## src/rtl/morse_level_profile_ctrl.sv

```systemverilog
// Level-profile controller: level browse/commit, sequential unit calculator, demo-player pacing, servo angle.
// Optional build macro LEVEL_WRAP_EN: up/dn wrap around at the level ends instead of saturating.
module morse_level_profile_ctrl #(
    parameter int unsigned NUM_LEVELS  = 4,
    parameter int unsigned LW          = 4,
    parameter int unsigned BASE_UNIT   = 250_000,
    parameter int unsigned RESTART_DLY = 2_500_000,
    parameter int unsigned SERVO_MAX   = 180
) (
    input  logic          clk,
    input  logic          rst_n,
    input  logic          ui_active,
    input  logic          btn_up,
    input  logic          btn_dn,
    input  logic          btn_commit,
    input  logic          ext_set,
    input  logic [LW-1:0] ext_level,
    input  logic          player_done,
    output logic          player_start,
    output logic [LW-1:0] level_idx,
    output logic [LW-1:0] saved_idx,
    output logic          text_valid,
    output logic          calc_busy,
    output logic [31:0]   unit_cycles,
    output logic [31:0]   dit_time,
    output logic [31:0]   dah_time,
    output logic [31:0]   dit_gap,
    output logic [31:0]   long_key,
    output logic [31:0]   timeout_cyc,
    output logic [31:0]   space_cyc,
    output logic          settings_applied,
    output logic [8:0]    servo_angle,
    output logic [1:0]    play_state
);

    localparam int unsigned SW = LW + 1;
    localparam int unsigned AW = 32 + SW;
    localparam logic [LW-1:0] TOP = LW'(NUM_LEVELS - 1);
    localparam int unsigned STEP = SERVO_MAX / (NUM_LEVELS - 1);

    function automatic logic [31:0] sat(input logic [63:0] v);
        return (|v[63:32]) ? 32'hFFFF_FFFF : v[31:0];
    endfunction

    function automatic logic [31:0] scale_unit(input logic [31:0] u, input logic [3:0] k);
        logic [63:0] w;
        logic [63:0] s;
        w = {32'd0, u};
        s = '0;
        for (int i = 0; i < 4; i++) begin
            if (k[i]) s = s + (w << i);
        end
        return sat(s);
    endfunction

    localparam logic [31:0] UNIT0 = sat(64'(BASE_UNIT) * 64'(NUM_LEVELS));

    typedef enum logic [1:0] {S_IDLE, S_WAIT, S_PLAY} play_state_e;

    logic [LW-1:0] level_q, level_d, saved_q, saved_d, ext_clamp;
    logic          uiact_q, rise, level_evt, commit_req, apply;
    logic          text_valid_q, busy_q, busy_d, pend_q, pend_d, applied_q;
    logic [AW-1:0] mcand_q, mcand_d, acc_q, acc_d, acc_next;
    logic [SW-1:0] mplier_q, mplier_d, bit_q, bit_d;
    logic [31:0]   unit_q, unit_d;
    logic [31:0]   dit_q, dah_q, gap_q, long_q, tmo_q, space_q;
    play_state_e   state_q, state_d;
    logic [31:0]   wcnt_q, wcnt_d;
    logic          start_q, start_d;

    always_comb begin
        ext_clamp  = (ext_level > TOP) ? TOP : ext_level;
        rise       = ui_active & ~uiact_q;
        level_d    = level_q;
        saved_d    = saved_q;
        commit_req = 1'b0;
        if (ext_set) saved_d = ext_clamp;
        if (rise) begin
            level_d = ext_set ? ext_clamp : saved_q;
        end else if (ui_active) begin
            if (ext_set) begin
                level_d = ext_clamp;
            end else if (btn_commit) begin
                commit_req = 1'b1;
                saved_d    = level_q;
            end else if (btn_up) begin
                if (level_q != TOP) level_d = level_q + LW'(1);
`ifdef LEVEL_WRAP_EN
                else level_d = '0;
`endif
            end else if (btn_dn) begin
                if (level_q != '0) level_d = level_q - LW'(1);
`ifdef LEVEL_WRAP_EN
                else level_d = TOP;
`endif
            end
        end
        level_evt = rise | (level_d != level_q);
    end

    // LSB-first shift-add: one multiplier bit per cycle, result lands after SW bits.
    always_comb begin
        busy_d   = busy_q;
        mcand_d  = mcand_q;
        mplier_d = mplier_q;
        acc_d    = acc_q;
        bit_d    = bit_q;
        unit_d   = unit_q;
        acc_next = mplier_q[0] ? (acc_q + mcand_q) : acc_q;
        if (level_evt) begin
            busy_d   = 1'b1;
            mcand_d  = AW'(BASE_UNIT);
            mplier_d = SW'(NUM_LEVELS) - SW'(level_d);
            acc_d    = '0;
            bit_d    = '0;
        end else if (busy_q) begin
            acc_d    = acc_next;
            mcand_d  = mcand_q << 1;
            mplier_d = mplier_q >> 1;
            bit_d    = bit_q + SW'(1);
            if (bit_q == SW'(LW)) begin
                busy_d = 1'b0;
                unit_d = sat(64'(acc_next));
            end
        end
    end

    // A commit seen while busy waits until the calculator is idle, so it uses the fresh unit.
    always_comb begin
        apply  = ~busy_q & (commit_req | pend_q);
        pend_d = pend_q;
        if (apply) pend_d = 1'b0;
        else if (commit_req) pend_d = 1'b1;
    end

    // player_start: one-cycle request; player_done: one-cycle completion, no back-pressure.
    // In PLAY each done re-arms the next start; any level event returns to WAIT.
    always_comb begin
        state_d = state_q;
        wcnt_d  = wcnt_q;
        start_d = 1'b0;
        if (!ui_active) begin
            state_d = S_IDLE;
        end else if (level_evt) begin
            state_d = S_WAIT;
            wcnt_d  = '0;
        end else begin
            case (state_q)
                S_WAIT: begin
                    if (!busy_q) begin
                        if (wcnt_q == 32'(RESTART_DLY - 1)) begin
                            state_d = S_PLAY;
                            start_d = 1'b1;
                            wcnt_d  = '0;
                        end else begin
                            wcnt_d = wcnt_q + 32'd1;
                        end
                    end
                end
                S_PLAY:  if (player_done) start_d = 1'b1;
                default: ;
            endcase
        end
    end

    always_ff @(posedge clk or negedge rst_n) begin
        if (!rst_n) begin
            level_q      <= '0;
            saved_q      <= '0;
            uiact_q      <= 1'b0;
            text_valid_q <= 1'b0;
            busy_q       <= 1'b0;
            mcand_q      <= '0;
            mplier_q     <= '0;
            acc_q        <= '0;
            bit_q        <= '0;
            unit_q       <= UNIT0;
            pend_q       <= 1'b0;
            applied_q    <= 1'b0;
            dit_q        <= UNIT0;
            dah_q        <= scale_unit(UNIT0, 4'd3);
            gap_q        <= UNIT0;
            long_q       <= scale_unit(UNIT0, 4'd2);
            tmo_q        <= scale_unit(UNIT0, 4'd6);
            space_q      <= scale_unit(UNIT0, 4'd12);
            state_q      <= S_IDLE;
            wcnt_q       <= '0;
            start_q      <= 1'b0;
        end else begin
            level_q      <= level_d;
            saved_q      <= saved_d;
            uiact_q      <= ui_active;
            text_valid_q <= level_evt;
            busy_q       <= busy_d;
            mcand_q      <= mcand_d;
            mplier_q     <= mplier_d;
            acc_q        <= acc_d;
            bit_q        <= bit_d;
            unit_q       <= unit_d;
            pend_q       <= pend_d;
            applied_q    <= apply;
            if (apply) begin
                dit_q   <= unit_q;
                dah_q   <= scale_unit(unit_q, 4'd3);
                gap_q   <= unit_q;
                long_q  <= scale_unit(unit_q, 4'd2);
                tmo_q   <= scale_unit(unit_q, 4'd6);
                space_q <= scale_unit(unit_q, 4'd12);
            end
            state_q      <= state_d;
            wcnt_q       <= wcnt_d;
            start_q      <= start_d;
        end
    end

    assign level_idx        = level_q;
    assign saved_idx        = saved_q;
    assign text_valid       = text_valid_q;
    assign calc_busy        = busy_q;
    assign unit_cycles      = unit_q;
    assign dit_time         = dit_q;
    assign dah_time         = dah_q;
    assign dit_gap          = gap_q;
    assign long_key         = long_q;
    assign timeout_cyc      = tmo_q;
    assign space_cyc        = space_q;
    assign settings_applied = applied_q;
    assign player_start     = start_q;
    assign play_state       = state_q;
    assign servo_angle      = (level_q == TOP) ? 9'(SERVO_MAX) : (9'(level_q) * 9'(STEP));

endmodule

```

## config.mk

```make
export PLATFORM = sky130hd
export DESIGN_NAME = morse_level_profile_ctrl
export DESIGN_NICKNAME = d
export VERILOG_FILES = /design/src/rtl/morse_level_profile_ctrl.sv
export SDC_FILE = /design/constraint.sdc
export NUM_CORES = 1
export LEC_CHECK = 0
export CELL_PAD_IN_SITES_DETAIL_PLACEMENT = 0
export CELL_PAD_IN_SITES_GLOBAL_PLACEMENT = 1
export CORE_ASPECT_RATIO = 0.7
export CORE_MARGIN = 5
export CORE_UTILIZATION = 42
export CTS_CLUSTER_DIAMETER = 50
export DETAILED_ROUTE_END_ITERATION = 10
export GPL_TIMING_DRIVEN = 0
export MAX_ROUTING_LAYER = met4
export PLACE_DENSITY = 0.8
export SYNTH_ARGS = -nofsm -noshare
export SYNTH_HDL_FRONTEND = slang
export SYNTH_SLANG_ARGS = --single-unit
```

## constraint.sdc

```tcl
create_clock -name clk -period 5.07 [get_ports clk]
set_input_delay 1.014 -clock clk [delete_from_list [all_inputs] [get_ports clk]]
set_output_delay 1.014 -clock clk [all_outputs]
set_load 0.01 [all_outputs]
```

# Word level (Yosys, flattened, before mapping)
# Cells that the tools add are included.
# Widths: inputs -> output; s select.
[word_totals]
register_bits = 324
input_bits = 12
output_inout_bits = 247
word_cells = 120
[classes]
add_sub_neg = 9
multipliers = 1
order_cmp = 1
n_eq_ne = 11
n_mux = 59
n_bitwise = 7
n_reduce_logical = 12
[op_table]
columns = ["op", "count"]
rows = [
  ["$mux 64", 6],
  ["$mux 32", 9],
  ["$mux 37", 5],
  ["$reduce_or 32->1", 4],
  ["$add 64x33->64", 1],
  ["$add 64x34->64", 1],
  ["$add 64x35->64", 1],
  ["$mux 4", 14],
  ["$add 37x37->37", 1],
  ["$add 32x1->32 const B", 1],
  ["$eq 32x22->1 const B", 1],
  ["$mux 5", 4],
  ["$mux 1", 14],
  ["$mux 2", 5],
  ["$mux 9", 1],
  ["$reduce_and 3->1", 3],
  ["$mul 4x4->7 const B", 1],
  ["$ne 3x1->1 const B", 2],
  ["$reduce_bool 2->1", 3],
  ["$add 5x1->5 const B", 1],
  ["$eq 5x3->1 const B", 1],
  ["$reduce_or 5->1", 1],
  ["$sub 3x4->5 const A", 1],
  ["$add 4x1->4 const B", 1],
  ["14 further kinds", 18],
]

# Depth between registers and ports, before layout
[logic_depth]
ltp_word = 12
mapped_depth = 14
ltp_nobuf = 12

# Least setup slack after synthesis
# OpenSTA, ideal clock, no wires.
[synth_path]
path_type = "register -> register"
from = "register level_q[1], in the netlist level_idx[1]"
to = "register unit_q[21], in the netlist unit_cycles[21]"
setup_ns = 0.125
arrival_ns = 3.992
required_time_ns = 4.945
setup_slack_ns = 0.952
stages_incl_launch_ff = 14
path_buffers = 2
period_less_slack_ns = 4.118
path_cell_list = "dfrtp_1 -> inv_1 -> ha_1 -> a21boi_0 -> o21ai_0 -> a311o_1 -> nor4b_1 -> or4_4 -> buf_6 -> a2111o_1 -> a211o_1 -> a2111oi_4 -> buf_6 -> a21oi_1"
[synth_between]
elab_chain_len = 12
elab_cells_between_ends = 16
classes_between = "2 x add/sub; 2 x eq/ne; 8 x mux; 2 x bitwise; 2 x reduce/logical"
[synth_lines]
columns = ["item", "line_no", "source"]
rows = [
  ["start: declaration", "60", "logic [LW-1:0] level_q, level_d, saved_q, saved_d, ext_clamp;"],
  ["start signal: assignment", "190", "level_q <= level_d;"],
  ["$sub 4x1->4 / $reduce_bool 4->1 (equally long branches)", "92", "if (level_q != '0) level_d = level_q - LW'(1);"],
  ["$mux 4", "92", ""],
  ["$mux 4", "91", "end else if (btn_dn) begin"],
  ["$mux 4", "86", "end else if (btn_up) begin"],
  ["$mux 4", "83", "end else if (btn_commit) begin"],
  ["$mux 4", "81", "if (ext_set) begin"],
  ["$mux 4", "80", "end else if (ui_active) begin"],
  ["$mux 4", "78", "if (rise) begin"],
  ["$ne 4x4->1 *", "98", "level_evt = rise | (level_d != level_q);"],
  ["$or 1x1->1 *", "98", ""],
  ["$not 1->1 (no line) *", "--", ""],
  ["$reduce_and 3->1 (no line) *", "--", ""],
  ["end signal: assignment", "199", "unit_q <= unit_d;"],
  ["end: declaration", "65", "logic [31:0] unit_q, unit_d;"],
]
# Mark *: on every way between the ends. The rest lies on a longest branch, timed or not.
# A chain may end at the register's enable or synchronous reset.

# Worst setup path after layout
[layout_path]
from = "register level_q[0], in the netlist level_idx[0]"
to = "output port servo_angle[8]"
[layout_between]
elab_chain_len = 2
elab_cells_between_ends = 3
classes_between = "1 x mul; 1 x eq/ne; 1 x mux"
[layout_lines]
columns = ["item", "line_no", "source"]
rows = [
  ["$mul 4x4->7 / $eq 4x2->1 (equally long branches)", "230", "assign servo_angle = (level_q == TOP) ? 9'(SERVO_MAX) : (9'(level_q) * 9'(STEP));"],
  ["$mux 9 *", "230", ""],
  ["end: declaration", "32", "output logic [8:0] servo_angle,"],
]
# Marks and branches as above.

==> key figures <==
Floorplanning
  – Die area: roughly 44000 um2
  – Die width: 249 um
  – Core ar.: 39700 um2
  – FP Rows: 61
  – Starting density of the core: 42.4%
  – I/O pin count: 259
  – Die height: 178 um

Timing
  – Clock skew: 0.0226 ns
  – Min Clock Period, post-route: 4.80 ns
  – Slew of the pin with the lowest slew margin: between 1 and 1.5 ns
  – Crit share post-route: a little over nine tenths
  – Final setup fails: 0
  – Hold Fails Final Rpt: 0
  – Slew Viols, Final: 0
  – Unrepaired setup endpoints after global routing: false
  – Worst setup margin: 0.266 ns
  – Hold Slack: ~0.48 ns
  – Slew Limit Headroom: 13.5%
  – FMAX: 208 MHz

Synth
  – Ys flop type: dfrtp_1
  – Number of synthesized flops with an enable pin: 0
  – Synth Cell Area: 16800 um2
  – Cells after synthesis: 1843
  – Top-area cell type share of the netlist area: 36.5%
  – Sequential area share after synthesis: about 44%
  – Syn. warnings: 0
  – Cell variety after synth: between 70 and 80
  – Asr flop ratio synth: 100%
  – Synth top cells by count: dfrtp_1 (246), nor2_1 (240), nand2_1 (226)
  – Avg Inst Size Synth: 9.14 um2
  – Synth top area cells: dfrtp_1 (37%), dfstp_2 (8.0%), ha_1 (6.3%)
  – Number of synthesized register bits: 297
  – Most frequent cell after synthesis: dfrtp_1
  – Post-synth top area cell: dfrtp_1

Final layout
  – Area Overhead vs Synth: 26.5%
  – Design area: 21300 um2
  – Nets: 2242
  – Final core occ: 53.7%
  – Share of cells above drive strength 1: under 10%

Power
  – Logic pwr share: 49.3%
  – Psw: ~5.2 mW
  – Power Internal: around 8 mW
  – Clock share of power: approximately a fifth
  – Sw frac: 40.1%
  – Worst vdd ir: about 0.28 mV
  – Seq pwr share: 30.7%
  – Pwr dens: 609 nW/um2
  – P_leak: 9.68 nW

Worst setup path
  – Crit-path leading delay family: adder cells
  – Crit end category: output port
  – CP startpoint kind: flip-flop
  – Crit path top cell by count: fa_1
  – Worst path required time: 4.06 ns
  – Arr. time, crit path: 3.79 ns
  – Cells along the critical path: fa_1, inv_1, fa_1, inv_1, fa_1, a21o_1, a21oi_1, xnor2_1, a21oi_1, clkdlybuf4s50_1
  – Max FO, Critical Path: 11
  – Kind of critical path: reg -> out
  – WP buf/inv: 3
  – Crit path largest cell delay: 0.62 ns
  – Slowest-stage cell, CP: fa_1

Worst hold path
  – Hold Crit Class: reg -> reg

Placed design
  – PortBufs: 255
  – DP Area: 20100 um2
  – Setup WS pre-CTS: -0.0131 ns
  – Post-DP HPWL: 40.2 mm
  – GP Congestion: 0.909

Clock tree
  – CTS tree: done
  – Cts hold-fix bufs: 0
  – Post-CTS Setup Repair Bufs: 0
  – Max Buffers Root-to-Sink: 3
  – H-tree Lvls: 2
  – Clock Sinks: 297
  – TritonCTS Buffers: 35
  – Worst-path clk slew: about 0.06 ns
  – Root Driver: clkbuf_16
  – Clk_lat worst skew: ~0.53 ns
  – Post_cts resized: 0

Detailed routing
  – DRC violations left: 0
  – Met1 wire length: 25.8 mm
  – Routed length per instance: ~20 um
  – Total wire length: 53.8 mm
  – Vias per cell: around 5.6
  – Vias: 15.0k
  – DRT Pass-1 Iters: 5
  – Top layer in use: met4
  – Routed met2 length: 23.7 mm
  – DRT antenna net count: 0
  – WL met3: 3.37 mm
  – Initial drt markers: 1224

Global route
  – Antenna violations before repair: 2
  – Number of global-route vias before repair: between 10k and 15k
  – First-pass GRT wire length: around 84 mm
  – Total Routing Usage GR: about a quarter
  – Largest net degree at the start of global routing: 108
  – Grt ovf: 0

Run
  – Max_cap viols: 0

Run status
  – Status: completed
## cell type report
class | count | area (um2)
fill | 3656 | 18400
clock buffer | 55 | 1070
multi-input combinational | 1351 | 8390
tap | 535 | 669
clock inverter | 8 | 109
timing repair buffer | 257 | 2610
antenna | 1 | 2.50
sequential | 297 | 7500
inverter | 48 | 180
buffer | 148 | 782
## per-layer routing
metal | vias up | global-route usage [%]
li1 | 7078 | -
met5 | - | -
met3 | 56 | 4.20
met1 | 7438 | 34.6
met2 | 466 | 36.6
met4 | 0 | 4.57
## worst reg2reg max path, stage by stage (launching register included)
cell and delay [ns]:
dfrtp_1 0.56, inv_1 0.26, ha_1 0.39, a21boi_0 0.28
o21ai_0 0.14, a311o_1 0.41, nor4b_1 0.16, or4_4 0.53
buf_6 0.16, a2111o_1 0.31, a211o_1 0.28, a2111oi_4 0.73
buf_6 0.25, a21oi_1 0.08
## registers in the layout, indices dropped and copies added (netlist names)
name and cells:
long_key 29, bit_q 5, acc_q 33, dit_gap 28, dah_time 30, timeout_cyc 29
player_start 1, pend_q 1, space_cyc 28, text_valid 1, mcand_q 33, saved_idx 4
wcnt_q 32, uiact_q 1, settings_applied 1, mplier_q 5, calc_busy 1, level_idx 4
play_state 2, unit_cycles 29
## power groups by stage
stage	Sequential (mW)	Clock (mW)	Combinational (mW)
final	3.99	2.59	6.40
after global routing	4.08	2.73	6.93
after CTS	3.99	2.64	6.41
after detailed placement	4.03	0	6.38
after global placement	4.01	0	6.29
after floorplan	4.01	0	3.35
## metrics by stage
| stage | TNS (ns) | total power [mW] | cells |
|---|---|---|---|
| 6_report | 0 | 13.0 | 2700 |
| 5_1_grt | 0 | 13.7 | 2700 |
| 4_1_cts | 0 | 13.0 | 2699 |
| 2_1_floorplan | 0 | 7.36 | 1844 |
| 3_5_place_dp | -0.0131 | 10.4 | 2636 |
| 3_3_place_gp | -2763.67 | 10.3 | 2634 |
## final timing paths
path | from | end | slack (ns) | depth (start not counted)
worst max register to register | level_idx[1] | unit_cycles[28] | 0.40 | 13
worst min register to register | dit_gap[16] | dit_gap[16] | 0.48 | 2
max in group asynchronous | rst_n | space_cyc[23] | 3.13 | 3
worst min-delay path | dit_gap[16] | dit_gap[16] | 0.48 | 2
min in group asynchronous | rst_n | dit_gap[11] | 0.53 | 1
worst max-delay path | level_idx[0] | servo_angle[8] | 0.27 | 10
## placed cells by master, fill, tap and decap left out, drive strengths merged, types with 12 or more instances in the layout
cell type | synthesis | final
a211o | 12 | 12
a211oi | 38 | 38
a21o | 23 | 23
a21oi | 141 | 141
a31oi | 43 | 43
and3 | 24 | 24
buf | 66 | 69
clkbuf | 82 | 137
clkdlybuf4s50 | 0 | 254
dfrtp | 246 | 246
dfstp | 51 | 51
ha | 85 | 85
inv | 48 | 51
mux2i | 54 | 54
nand2 | 226 | 226
nand2b | 17 | 17
nand3 | 30 | 30
nand4 | 17 | 17
nor2 | 240 | 240
nor2b | 13 | 13
nor3 | 16 | 16
o211ai | 13 | 13
o21a | 12 | 12
o21ai | 111 | 111
o22a | 46 | 46
o31ai | 13 | 13
xnor2 | 37 | 37
xor2 | 25 | 25
## logic make-up (layout without fill, tap and decap cells)
group / after synthesis / after routing / synth area share [%]
AOI/OAI and AO/OA: 509 / 509 / 19.6
xor gates and xnor gates: 62 / 62 / 3.22
adders and majority gates: 92 / 92 / 7.15
buffers and inverters: 196 / 516 / 5.71
DFF: 297 / 297 / 44.5
muxes: 55 / 55 / 3.28
other: 1 / 3 / 0.0223
and+or+nand+nor: 631 / 631 / 16.5
No activity file was read; power rests on OpenSTA's default activity.
